File: config.mk
export PLATFORM = sky130hd
export DESIGN_NAME = post_adder_acc
export DESIGN_NICKNAME = d
export VERILOG_FILES = /design/src/rtl/post_adder_acc.sv
export SDC_FILE = /design/constraint.sdc
export NUM_CORES = 1
export LEC_CHECK = 0
export BUFFER_PORTS_ARGS = -buffer_cell sky130_fd_sc_hd__buf_4
export CAP_MARGIN = 25
export CORE_MARGIN = 8
export CORE_UTILIZATION = 32
export CTS_CLUSTER_DIAMETER = 200
export DETAILED_ROUTE_END_ITERATION = 8
export PLACE_DENSITY_LB_ADDON = 0.15
export SLEW_MARGIN = 20
export SYNTH_ARGS = -nofsm -noshare
export SYNTH_HDL_FRONTEND = slang
export SYNTH_SLANG_ARGS = --single-unit
File: constraint.sdc
create_clock -name clk_i -period 10.2 [get_ports clk_i]
set_input_delay 0.51 -clock clk_i [delete_from_list [all_inputs] [get_ports clk_i]]
set_output_delay 0.51 -clock clk_i [all_outputs]
set_load 0.05 [all_outputs]
File: src/rtl/post_adder_acc.sv
// post_adder_acc: DSP post-adder/accumulator, p <= Z +/- (X + carry_in), with sticky signed overflow.
// Latency: 1 cycle from accepted operands (ce_i & in_valid_i) to p_o/carryout_o/out_valid_o.
// Backpressure: none; ce_i=0 freezes every register, in_valid_i=0 bubbles hold p/carryout.
// Optional feature: define POST_ADD_SAT_EN to clamp p to the signed range on overflow.
module post_adder_acc #(
    parameter int M_WIDTH = 36,
    parameter int P_WIDTH = 48
) (
    input  logic               clk_i,
    input  logic               rst_i,
    input  logic               ce_i,
    input  logic               in_valid_i,
    input  logic [4:0]         opmode_i,
    input  logic               carry_in_i,
    input  logic [M_WIDTH-1:0] m_i,
    input  logic [P_WIDTH-1:0] dab_i,
    input  logic [P_WIDTH-1:0] c_i,
    input  logic [P_WIDTH-1:0] pcin_i,
    input  logic               clr_ovf_i,
    output logic [P_WIDTH-1:0] p_o,
    output logic [P_WIDTH-1:0] pcout_o,
    output logic               carryout_o,
    output logic               out_valid_o,
    output logic               ovf_o
);

    // Two guard bits hold the exact signed result of Z +/- (X + cin).
    localparam int EW = P_WIDTH + 2;

    logic [P_WIDTH-1:0]   p_q, p_d;
    logic                 carry_q, carry_d;
    logic                 out_valid_q, out_valid_d;
    logic                 ovf_q, ovf_d;

    logic [P_WIDTH-1:0]   x_sel;
    logic [P_WIDTH-1:0]   z_sel;
    logic [P_WIDTH:0]     r_sum;
    logic signed [EW-1:0] x_ext, z_ext, cin_ext, exact;
    logic                 ovfl;
    logic [P_WIDTH-1:0]   res;

    // Operand selection; p is taken from the register so feedback is never combinational.
    always_comb begin
        x_sel = '0;
        z_sel = '0;
        unique case (opmode_i[1:0])
            2'd0: x_sel = '0;
            2'd1: x_sel = {{(P_WIDTH-M_WIDTH){m_i[M_WIDTH-1]}}, m_i};
            2'd2: x_sel = p_q;
            2'd3: x_sel = dab_i;
            default: x_sel = '0;
        endcase
        unique case (opmode_i[3:2])
            2'd0: z_sel = '0;
            2'd1: z_sel = pcin_i;
            2'd2: z_sel = p_q;
            2'd3: z_sel = c_i;
            default: z_sel = '0;
        endcase
    end

    // Unsigned post-add for result/carry, plus a widened signed copy for overflow detection.
    always_comb begin
        x_ext   = {{2{x_sel[P_WIDTH-1]}}, x_sel};
        z_ext   = {{2{z_sel[P_WIDTH-1]}}, z_sel};
        cin_ext = {{(EW-1){1'b0}}, carry_in_i};
        if (opmode_i[4]) begin
            r_sum = {1'b0, z_sel} - {1'b0, x_sel} - {{P_WIDTH{1'b0}}, carry_in_i};
            exact = z_ext - x_ext - cin_ext;
        end else begin
            r_sum = {1'b0, z_sel} + {1'b0, x_sel} + {{P_WIDTH{1'b0}}, carry_in_i};
            exact = z_ext + x_ext + cin_ext;
        end
        // Overflow whenever the exact value differs from its P_WIDTH-bit sign-extended truncation.
        ovfl = (exact != {{2{exact[P_WIDTH-1]}}, exact[P_WIDTH-1:0]});
    end

    // Result selection: wrap by default, clamp to the signed limits when saturation is built in.
    always_comb begin
`ifdef POST_ADD_SAT_EN
        if (ovfl) begin
            res = exact[EW-1] ? {1'b1, {(P_WIDTH-1){1'b0}}} : {1'b0, {(P_WIDTH-1){1'b1}}};
        end else begin
            res = r_sum[P_WIDTH-1:0];
        end
`else
        res = r_sum[P_WIDTH-1:0];
`endif
    end

    // Next-state: bubbles hold the accumulator, an overflow set wins over a same-cycle clear.
    always_comb begin
        p_d         = p_q;
        carry_d     = carry_q;
        out_valid_d = in_valid_i;
        ovf_d       = ovf_q;
        if (in_valid_i) begin
            p_d     = res;
            carry_d = r_sum[P_WIDTH];
        end
        if (in_valid_i && ovfl) begin
            ovf_d = 1'b1;
        end else if (clr_ovf_i) begin
            ovf_d = 1'b0;
        end
    end

    // State registers: reset dominates, ce gates every update.
    always_ff @(posedge clk_i) begin
        if (rst_i) begin
            p_q         <= '0;
            carry_q     <= 1'b0;
            out_valid_q <= 1'b0;
            ovf_q       <= 1'b0;
        end else if (ce_i) begin
            p_q         <= p_d;
            carry_q     <= carry_d;
            out_valid_q <= out_valid_d;
            ovf_q       <= ovf_d;
        end
    end

    assign p_o         = p_q;
    assign pcout_o     = p_q;
    assign carryout_o  = carry_q;
    assign out_valid_o = out_valid_q;
    assign ovf_o       = ovf_q;

endmodule

=== Word level (Yosys, flattened, before mapping) ===
Index checks and enable logic that the tools add are counted.

* $add $sub $neg: 8
* Equality and inequality tests: 7
* Multiplexer cells: 6
* Reductions and logical operators: 6

{| class="wikitable"
|+ Operator list
! operator !! count
|-
| one-hot mux 48 bit (4 select lines) || 2
|-
| adder 48 x 48 -> 49 bit || 2
|-
| subtractor 48 x 48 -> 49 bit || 2
|-
| adder 49 x 2 -> 50 bit || 1
|-
| 2-to-1 mux 50 bit || 1
|-
| subtractor 49 x 2 -> 50 bit || 1
|-
| adder 49 x 1 -> 49 bit || 1
|-
| 2-to-1 mux 49 bit || 1
|-
| subtractor 49 x 1 -> 49 bit || 1
|-
| == test 2 bit, second input constant || 4
|-
| == test 2 x 1 -> 1 bit, second input constant || 2
|-
| logical NOT 2 bit || 2
|-
| AND reduction 2 bit || 2
|-
| 2-to-1 mux 1 bit || 2
|-
| != test 2 bit || 1
|-
| nonzero test 2 bit || 1
|-
| logical AND 1 bit || 1
|}

* Flip-flop bits (word level): 51
* Bits of input ports: 191
* Output and inout port bits: 99
* Word-level logic and storage cells: 31

=== Logic depth before layout (Yosys ltp) ===
Gate-level depths: netlist (run 1).

* Depth after elaboration: 9
* Gate-level depth with buffers: 21
* Mapped depth without buffers: 17

=== Worst setup path after synthesis (run 1) ===
Ideal clock, no wire load.

* Kind: input port to flip-flop
* Start point: input port opmode_i[3]
* End point: register ovf_q (netlist: ovf_o)
* Setup time: 0.122 ns
* Arrival time: 4.617 ns
* Data required time: 10.078 ns
* Path slack: 5.462 ns
* Cell stages on the path: 17
* Buffers on the path: 3
* Cell sequence: buf_1 > clkbuf_1 > mux2_2 > a22o_1 > ha_1 > ha_1 > clkbuf_1 > nand4_1 > nor4_1 > o221ai_2 > a31oi_2 > a21boi_4 > o211ai_2 > mux2_4 > o41a_1 > a31oi_1 > o21ai_1

* Cells in the longest elaborated chain, start to end: 9
* Elaborated cells between the ends (all ways): 15
* Those cells by class: 4 x add/sub; 4 x eq/ne; 3 x mux; 4 x reduce/logical

{| class="wikitable"
|+ RTL lines
! item !! line !! RTL
|-
| start, declared || 13 || <nowiki>input logic [4:0] opmode_i,</nowiki>
|-
| == test 2 bit (tied with other cells) || 53 || <nowiki>unique case (opmode_i[3:2])</nowiki>
|-
| one-hot mux 48 bit (4 select lines) (*) || 53 ||
|-
| adder 48 x 48 -> 49 bit or subtractor 48 x 48 -> 49 bit (tied branches) || 72, 69 ||
|-
| adder 49 x 2 -> 50 bit or subtractor 49 x 2 -> 50 bit (tied branches) || 72, 69 ||
|-
| 2-to-1 mux 50 bit (*) || 67 || <nowiki>if (opmode_i[4]) begin</nowiki>
|-
| != test 2 bit (*) || 75 || <nowiki>ovfl = (exact != {{2{exact[P_WIDTH-1]}}, exact[P_WIDTH-1:0]});</nowiki>
|-
| logical AND 1 bit (*) || 101 || <nowiki>if (in_valid_i && ovfl) begin</nowiki>
|-
| nonzero test 2 bit (no source line) || n/a ||
|-
| AND reduction 2 bit (no source line) || n/a ||
|-
| end signal, assigned || 119 || <nowiki>ovf_q <= ovf_d;</nowiki>
|-
| end, declared || 33 || <nowiki>logic ovf_q, ovf_d;</nowiki>
|}

Every way passes the cells marked *; elsewhere a longest branch is shown, timed or not.
A chain may end at the register's enable or synchronous reset.

=== Worst setup path in the final report (run 1) ===
* Start point: input port opmode_i[0]
* End point: register p_q[43] (netlist: p_o[43])

* Cells in the longest elaborated chain, start to end: 5
* Elaborated cells between the ends (all ways): 10
* Those cells by class: 4 x add/sub; 3 x eq/ne; 2 x mux; 1 x reduce/logical

{| class="wikitable"
|+ RTL lines
! item !! line !! RTL
|-
| == test 2 bit (tied with other cells) || 46 || <nowiki>unique case (opmode_i[1:0])</nowiki>
|-
| one-hot mux 48 bit (4 select lines) (*) || 46 ||
|-
| adder 48 x 48 -> 49 bit or subtractor 48 x 48 -> 49 bit (tied branches) || 71, 68 ||
|-
| adder 49 x 1 -> 49 bit or subtractor 49 x 1 -> 49 bit (tied branches) || 71, 68 ||
|-
| 2-to-1 mux 49 bit (*) || 67 ||
|-
| end signal, assigned || 116 || <nowiki>p_q <= p_d;</nowiki>
|-
| end, declared || 30 || <nowiki>logic [P_WIDTH-1:0] p_q, p_d;</nowiki>
|}

Marks and branches as above.

==> results of run 1 <==
[cell type report]
| type | instances | share of cell area (%) |
|---|---|---|
| Timing Repair Buffer | 298 | 16.6 |
| Clock inverter | 2 | 0.260 |
| Inverter | 137 | 3.81 |
| Tap cell | 455 | 4.22 |
| Multi-Input combinational cell | 1205 | 66.5 |
| Clock buffer | 6 | 1.03 |
| Sequential cell | 51 | 7.57 |
[where the power goes]
part / internal [mW] / leakage (nW) / total, mW / switching [mW]
registers: 0.218 / 0.420 / 0.247 / 0.0288
clock network: 0.123 / 0.0868 / 0.224 / 0.101
logic: 0.493 / 5.82 / 1.26 / 0.771
total: 0.834 / 6.33 / 1.74 / 0.901
[flip-flops by register name (all words and copies together) (netlist names)]
register	cells
p_o	48
carryout_o	1
out_valid_o	1
ovf_o	1
[through the flow]
step	worst slack, ps	utilization, %	std cells	area (sq um)
3_3_place_gp	3810	38.6	2145	13300
5_1_grt	3940	39.2	2154	13500
4_1_cts	4350	39.2	2154	13500
6_report	4410	39.2	2154	13500
3_5_place_dp	4040	38.7	2146	13300
2_1_floorplan	5460	-	1521	11200
[kinds of logic (layout without fill, tap and decap cells)]
| kind of cell | after synthesis | after routing | synth area share (%) |
|---|---|---|---|
| mux | 100 | 100 | 10.1 |
| buf+inv | 265 | 443 | 10.6 |
| simple gates | 386 | 386 | 16.1 |
| compound gates | 490 | 490 | 30.9 |
| fa+ha+maj | 146 | 146 | 16.6 |
| flops | 51 | 51 | 9.14 |
| xor+xnor | 83 | 83 | 6.51 |
[synthesized netlist by cell type (4+ instances only)]
master	count	area, sq um
xnor2_1	59	517
a311oi_1	5	43.8
a31oi_1	13	81.3
o31a_1	4	35.0
mux2_2	95	1070
a211o_1	6	52.6
nand4_1	19	119
o21ai_0	62	310
clkbuf_1	59	221
a211oi_1	38	285
xor2_1	24	210
nor2b_1	14	87.6
or2_2	4	25.0
nand3_1	23	115
o21bai_1	23	173
and2_1	11	68.8
mux2i_1	4	40.0
and3_1	9	56.3
or3_1	8	50.1
o41ai_1	4	35.0
o211ai_1	17	128
a22o_1	66	578
inv_1	136	510
buf_1	18	67.6
nand2_1	121	454
a22oi_1	16	120
buf_4	48	360
a21oi_1	126	631
o221ai_1	6	52.6
nand2b_1	12	75.1
o311a_1	4	40.0
fa_1	4	80.1
a21o_1	27	203
nor3_1	32	160
a31o_2	5	43.8
nor2_1	109	409
nor4_1	11	68.8
o21a_1	19	143
ha_1	142	1780
a2111oi_0	4	35.0
o31ai_1	5	37.5
dfxtp_1	51	1020
a21boi_0	4	30.0
[routing by layer]
layer	share of wire [%]	vias to the layer above	routed length, um	track usage (%)
met5	0.022	-	10	0
met4	1.5	2	693	4.12
met3	6.2	38	2820	4.06
met2	45	376	20500	34.3
met1	47	5575	21400	28.4
li1	-	5808	-	-
[critical path, stage by stage]
cell and delay, ps:
buf_4 580, nor2b_2 690, buf_8 240, buf_4 250, a22oi_1 160, fa_1 480, nand3b_1 240, a2111oi_0 750
o211ai_1 340, a31oi_1 260, o21ai_0 270, o31ai_1 450, a21boi_0 200, xnor2_1 160, o21ai_0 140, a21oi_1 70
nor3_1 200
[cell usage in the layout (no fill, tap or decap), types with 13 or more instances in the layout]
cell      synthesis  routed
nand2_1         121     121
nand3_1          23      23
nor3_1           32      32
a21oi_1         126     126
a31oi_1          13      13
nand4_1          19      19
xnor2_1          59      59
nor2_1          109     109
o21bai_1         23      23
buf_4            48     297
o21ai_0          62      62
ha_1            142     142
a21o_1           27      27
a22oi_1          16      16
o21a_1           19      19
a211oi_1         38      38
xor2_1           24      24
mux2_2           95      95
inv_1           136     136
a22o_1           66      66
o211ai_1         17      17
dfxtp_1          51      51
[worst paths after layout]
check	start	endpoint	slack (ps)	cells after the start
setup / recovery	opmode_i[0]	p_o[43]	4410	17
hold / removal	ce_i	out_valid_o	470	3
setup reg to reg	p_o[22]	ovf_o	5400	14
hold reg to reg	out_valid_o	out_valid_o	490	2
==> impl_results.md, run 1 <==
* Status: finished clean
* Row cnt at 68
* CTS tree: done
* Vias per cell at 5.48
* Slew headroom at 38.5%
* WL final at 45400 um
* RSZ-0062 raised after global routing: false
* Core area at 34500 sq um
* Worst-Skew Late Latency at 320 ps
* Hold Buf Count CTS at 0
* Yosys cell types at 82
* Main flop type after synthesis: dfxtp_1
* Clk root buf: clkbuf_16
* Min-delay worst type: in2reg
* Period utilization at 56.7%
* Die height at 203 um
* Area used by multi-input combinational logic at 8970 sq um
* Drt pass-1 iters at 5
* Post_cts resized at 0
* Final hold violations at 0
* Fin Setup TNS at 0 ps
* WS Path Type: in2reg
* Sequential fraction of the synthesis area at 9.14%
* Post-synthesis async set-or-reset flop share at 0%
* Final Max Tran Viols at 0
* Largest net degree at the start of global routing at 76
* Antenna-violating nets left at 0
* TritonCTS Buffers at 5
* Mapped Nets at 1858
* CTS max path bufs at 2
* Fmax at 173 MHz
* Synthesized flop and latch total at 51
* Worst Tran Pin Value at 919 ps
* Worst vdd ir at 0.0770 mV
* Port bufs at 289
* Min Tclk post-route at 5790 ps
* Initial antenna violation count at 1
* Global-route wire length before repair at 69500 um
* Register area at 1020 sq um
* DRC at 0
* ANT cells at 0
* Ratio of cells with drive above 1 in the final layout at 25.5%
* Routed WL per cell at 21.1 um
* Pwr Density at 129 nW/um^2
* Max-cap violations at 0
* Vias in the first global route at 11966
* Worst Setup Start Kind: primary input
* Nets at 2035
* Grt ovf at 0
* Worst endpoint required time at 10450 ps
* Clk_skew at 11.4 ps
* Leakage at 6.33 nW
* Total chip power at 1.74 mW
* Final setup violation count at 0
* Global Route Usage Sum at 21.0%
* Mapped Area at 11200 sq um
* Sinks on Clock Net at 51
* WHS at 471 ps
* Crit path capture type: register
* Die width at 203 um
* GP Congestion at 0.901
* EDFF count, synth at 0
* Gate Count Post-Synth at 1521
* Maximum fanout along the worst path at 49
* # IOs at 290
* Fillcell total at 3708
* Postcts setup bufs at 0
* Vias at 11799
* Hpwl dp at 36200 um
* Clk slew on worst S/H paths at 90 ps
* Post-Syn Area per Cell at 7.34 sq um
* 1st-iter DRT viols at 757
* H-tree Lvls at 2
* Synth warn at 0
* Initial Util at 32.4%
* CP Data Arrival Time at 6040 ps
* DIE AREA at 41100 sq um
* Area Growth Syn to Fin at 20.9%
Note: power is estimated with default switching activity, not from simulation.
==> run 2: changes to the inputs <==
--- a/config.mk
+++ b/config.mk
@@ -5,6 +5,7 @@
 export SDC_FILE = /design/constraint.sdc
 export NUM_CORES = 1
 export LEC_CHECK = 0
+export ABC_AREA = 1
 export BUFFER_PORTS_ARGS = -buffer_cell sky130_fd_sc_hd__buf_4
 export CAP_MARGIN = 25
 export CORE_MARGIN = 8
==> constraint.sdc (replaced) <==
create_clock -name clk_i -period 5.7 [get_ports clk_i]
set_input_delay 0.285 -clock clk_i [delete_from_list [all_inputs] [get_ports clk_i]]
set_output_delay 0.285 -clock clk_i [all_outputs]
set_load 0.05 [all_outputs]
==> run 2 against run 1 <==
  * Sequential power up 73%
  * Synthesized cell count rose by 50%
  * Clock power grew 100%
  * Critical path depth up 2
  * Count of clock-buffer cells in the layout stayed put
  * Critical path type unchanged
  * Largest power group unchanged
  * Highest routed layer is now met4
==> impl_results.md, run 2 <==
* Status: finished clean
* Nets at 2825 (+39%)
* Crit path cell chain: buf_4 > nand2_1 > inv_1 > buf_4 > nand2_1 > o21ai_0 > a21o_1 > inv_1 > ha_1 > inv_1 > ha_1 > a21oi_1 > o21ai_0 > a21oi_1 > nand3_1 > o21ai_0 > nand3_1 > o211ai_1 > inv_1
* Worst endpoint required time at 5940 ps (-4510 ps)
* CTS tree: done
* Fraction of the mapped netlist area in compound gates at 23.8% (-7.1 points)
* Pwr Density at 234 nW/um^2 (+82%)
* Die height at 215 um (+6.0%)
* Worst Tran Pin Value at 1040 ps (+124 ps)
* Mux contribution to synthesized area at 0% (-10 points)
* Total chip power at 3.57 mW (+110%)
* Fin Setup TNS at 0 ps (unchanged)
* Global-route wire length before repair at 93700 um (+35%)
* Largest family of logic cells by synthesized area: simple AND/OR/NAND/NOR gates
* Initial Util at 32.1% (-0.29 points)
* Core area at 39500 sq um (+15%)
* Worst vdd ir at 0.109 mV (+42%)
* Period utilization at 77.3%
* Area Growth Syn to Fin at 20.5%
* Reg2Reg Setup Slack at 1750 ps (-3650 ps)
* Grt ovf at 0 (unchanged)
* WL final at 63900 um (+41%)
* TritonCTS Buffers at 5 (unchanged)
* Vias in the first global route at 14694 (+23%)
* Top cells by count, synth: nand2_1, inv_1, a21oi_1
* Sequential fraction of the synthesis area at 8.06% (-1.1 points)
* Vias per cell at 5.14 (-6.1%)
* Die width at 215 um (+6.0%)
* Slowest-stage cell, CP: inv_1
* Postcts setup bufs at 0 (unchanged)
* Largest area contributor in the netlist: nand2_1
* Fillcell total at 4518 (+22%)
* Worst path max stage delay at 590 ps (-160 ps)
* Final hold violations at 0 (unchanged)
* Most common cell in the netlist: nand2_1
* Largest net degree at the start of global routing at 68 (-11%)
* Final Max Tran Viols at 0 (unchanged)
* Most frequent CP cell: inv_1
* Worst-Skew Late Latency at 340 ps (+20 ps)
* Row cnt at 73 (+7.4%)
* CTS max path bufs at 2 (unchanged)
* Slew headroom at 30.4% (-8.2 points)
* Fmax at 227 MHz
* Post-synth top area share at 18.0% (+2.1 points)
* DRC at 0 (unchanged)
* Mapped Area at 12700 sq um (+14%)
* Commonest cells after routing, fill and taps aside: nand2_1, inv_1, buf_4
* Synth warn at 0 (unchanged)
* Post-synthesis async set-or-reset flop share at 0% (unchanged)
* Final setup violation count at 0 (unchanged)
* H-tree Lvls at 2 (unchanged)
* Worst Setup Start Kind: primary input
* Drt pass-1 iters at 5 (unchanged)
* # IOs at 290 (unchanged)
* Ratio of cells with drive above 1 in the final layout at 18.5% (-7.0 points)
* Post-synthesis simple-gate area fraction at 34.3% (+18 points)
* Main flop type after synthesis: dfxtp_1
* Post-Syn Area per Cell at 5.57 sq um (-24%)
* Initial antenna violation count at 0 (-1)
* 1st-iter DRT viols at 1333 (+76%)
* Post_cts resized at 0 (unchanged)
* Hpwl dp at 55100 um (+52%)
* Synth Area in XOR/XNOR at 1.66% (-4.9 points)
* CP Data Arrival Time at 4650 ps (-1390 ps)
* Min Tclk post-route at 4410 ps
* RSZ-0062 raised after global routing: false
* Mapped Nets at 2613 (+41%)
* Maximum fanout along the worst path at 26 (-47%)
* Synth Area in Adders at 14.6% (-2.0 points)
* Hold Buf Count CTS at 0 (unchanged)
* ANT cells at 0 (unchanged)
* DIE AREA at 46200 sq um (+12%)
* Antenna-violating nets left at 0 (unchanged)
* Gate Count Post-Synth at 2276 (+50%)
* Sinks on Clock Net at 51 (unchanged)
* Clk_skew at 19.1 ps (+7.67 ps)
* Min-delay worst type: in2reg
* Yosys cell types at 54 (-34%)
* GP Congestion at 0.932 (+3.4%)
* Max-cap violations at 0 (unchanged)
* Port bufs at 289 (unchanged)
* Synth top area cells: nand2_1, ha_1, inv_1
* Leading cell type in the layout, fill and taps excluded: nand2_1
* WS Path Type: in2reg
* Routed WL per cell at 21.2 um (+0.56%)
* Synthesized flop and latch total at 51 (unchanged)
* Global Route Usage Sum at 26.3% (+5.3 points)
* Clk slew on worst S/H paths at 100 ps (about the same)
* EDFF count, synth at 0 (unchanged)
* Leakage at 8.20 nW (+30%)
* Crit path capture type: register
* Max reg flops at 48 (unchanged)
* Vias at 15502 (+31%)
* Clk root buf: clkbuf_16
==> run 2: final timing paths <==
check,start,endpoint,cells past startpoint
hold / removal,ce_i,out_valid_o,4
setup reg to reg,p_o[4],p_o[21],15
setup / recovery,opmode_i[3],p_o[32],19
hold reg to reg,carryout_o,carryout_o,2
==> run 2: routing by layer <==
metal  global-route usage (%)  vias to the layer above  share of wire [%]
met5                        0                        -                  0
met1                     39.1                     7246                 51
met3                     4.82                       56                6.7
li1                         -                     7642                  -
met4                     6.20                        0                2.1
met2                     38.5                      558                 41
==> run 2: cells by family after synthesis <==
family / Yosys count
AND/OR/NAND/NOR: 1010
buffers and inverters: 541
AO/OA/AOI/OAI: 504
adder cells (fa/ha/maj): 146
flip-flops: 51
XOR/XNOR: 24
==> run 2: layout make-up <==
type	instances	area, sq um	area share, %
Clock inverter	2	60.1	0.393
Tap cell	525	657	4.30
Timing Repair Buffer	306	2310	15.1
Clock buffer	6	129	0.844
Multi-Input combinational cell	1684	9440	61.8
Inverter	440	1650	10.8
Sequential cell	51	1020	6.69
==> run 2: stage by stage <==
step | hold WS, ps | utilization [%] | instance area, sq um | setup WS, ps | cells
2_1_floorplan | 444 | - | 12700 | 2480 | 2276
3_3_place_gp | 450 | 38.2 | 15100 | 1080 | 3006
3_5_place_dp | 463 | 38.2 | 15100 | 1040 | 3006
4_1_cts | 201 | 38.7 | 15300 | 1400 | 3014
5_1_grt | 214 | 38.7 | 15300 | 966 | 3014
6_report | 207 | 38.7 | 15300 | 1290 | 3014
==> run 2: critical path: cells and delay by family <==
| kind | cells | cell delay [ps] |
|---|---|---|
| buffers and inverters | 6 | 1380 |
| AO/OA/AOI/OAI | 7 | 1630 |
| adder cells (fa/ha/maj) | 2 | 720 |
| AND/OR/NAND/NOR | 4 | 600 |
==> run 2: where the power goes <==
group / switching [mW] / total, mW / internal (mW)
combinational: 1.88 / 2.69 / 0.816
sequential: 0.0409 / 0.428 / 0.387
clock: 0.193 / 0.447 / 0.254
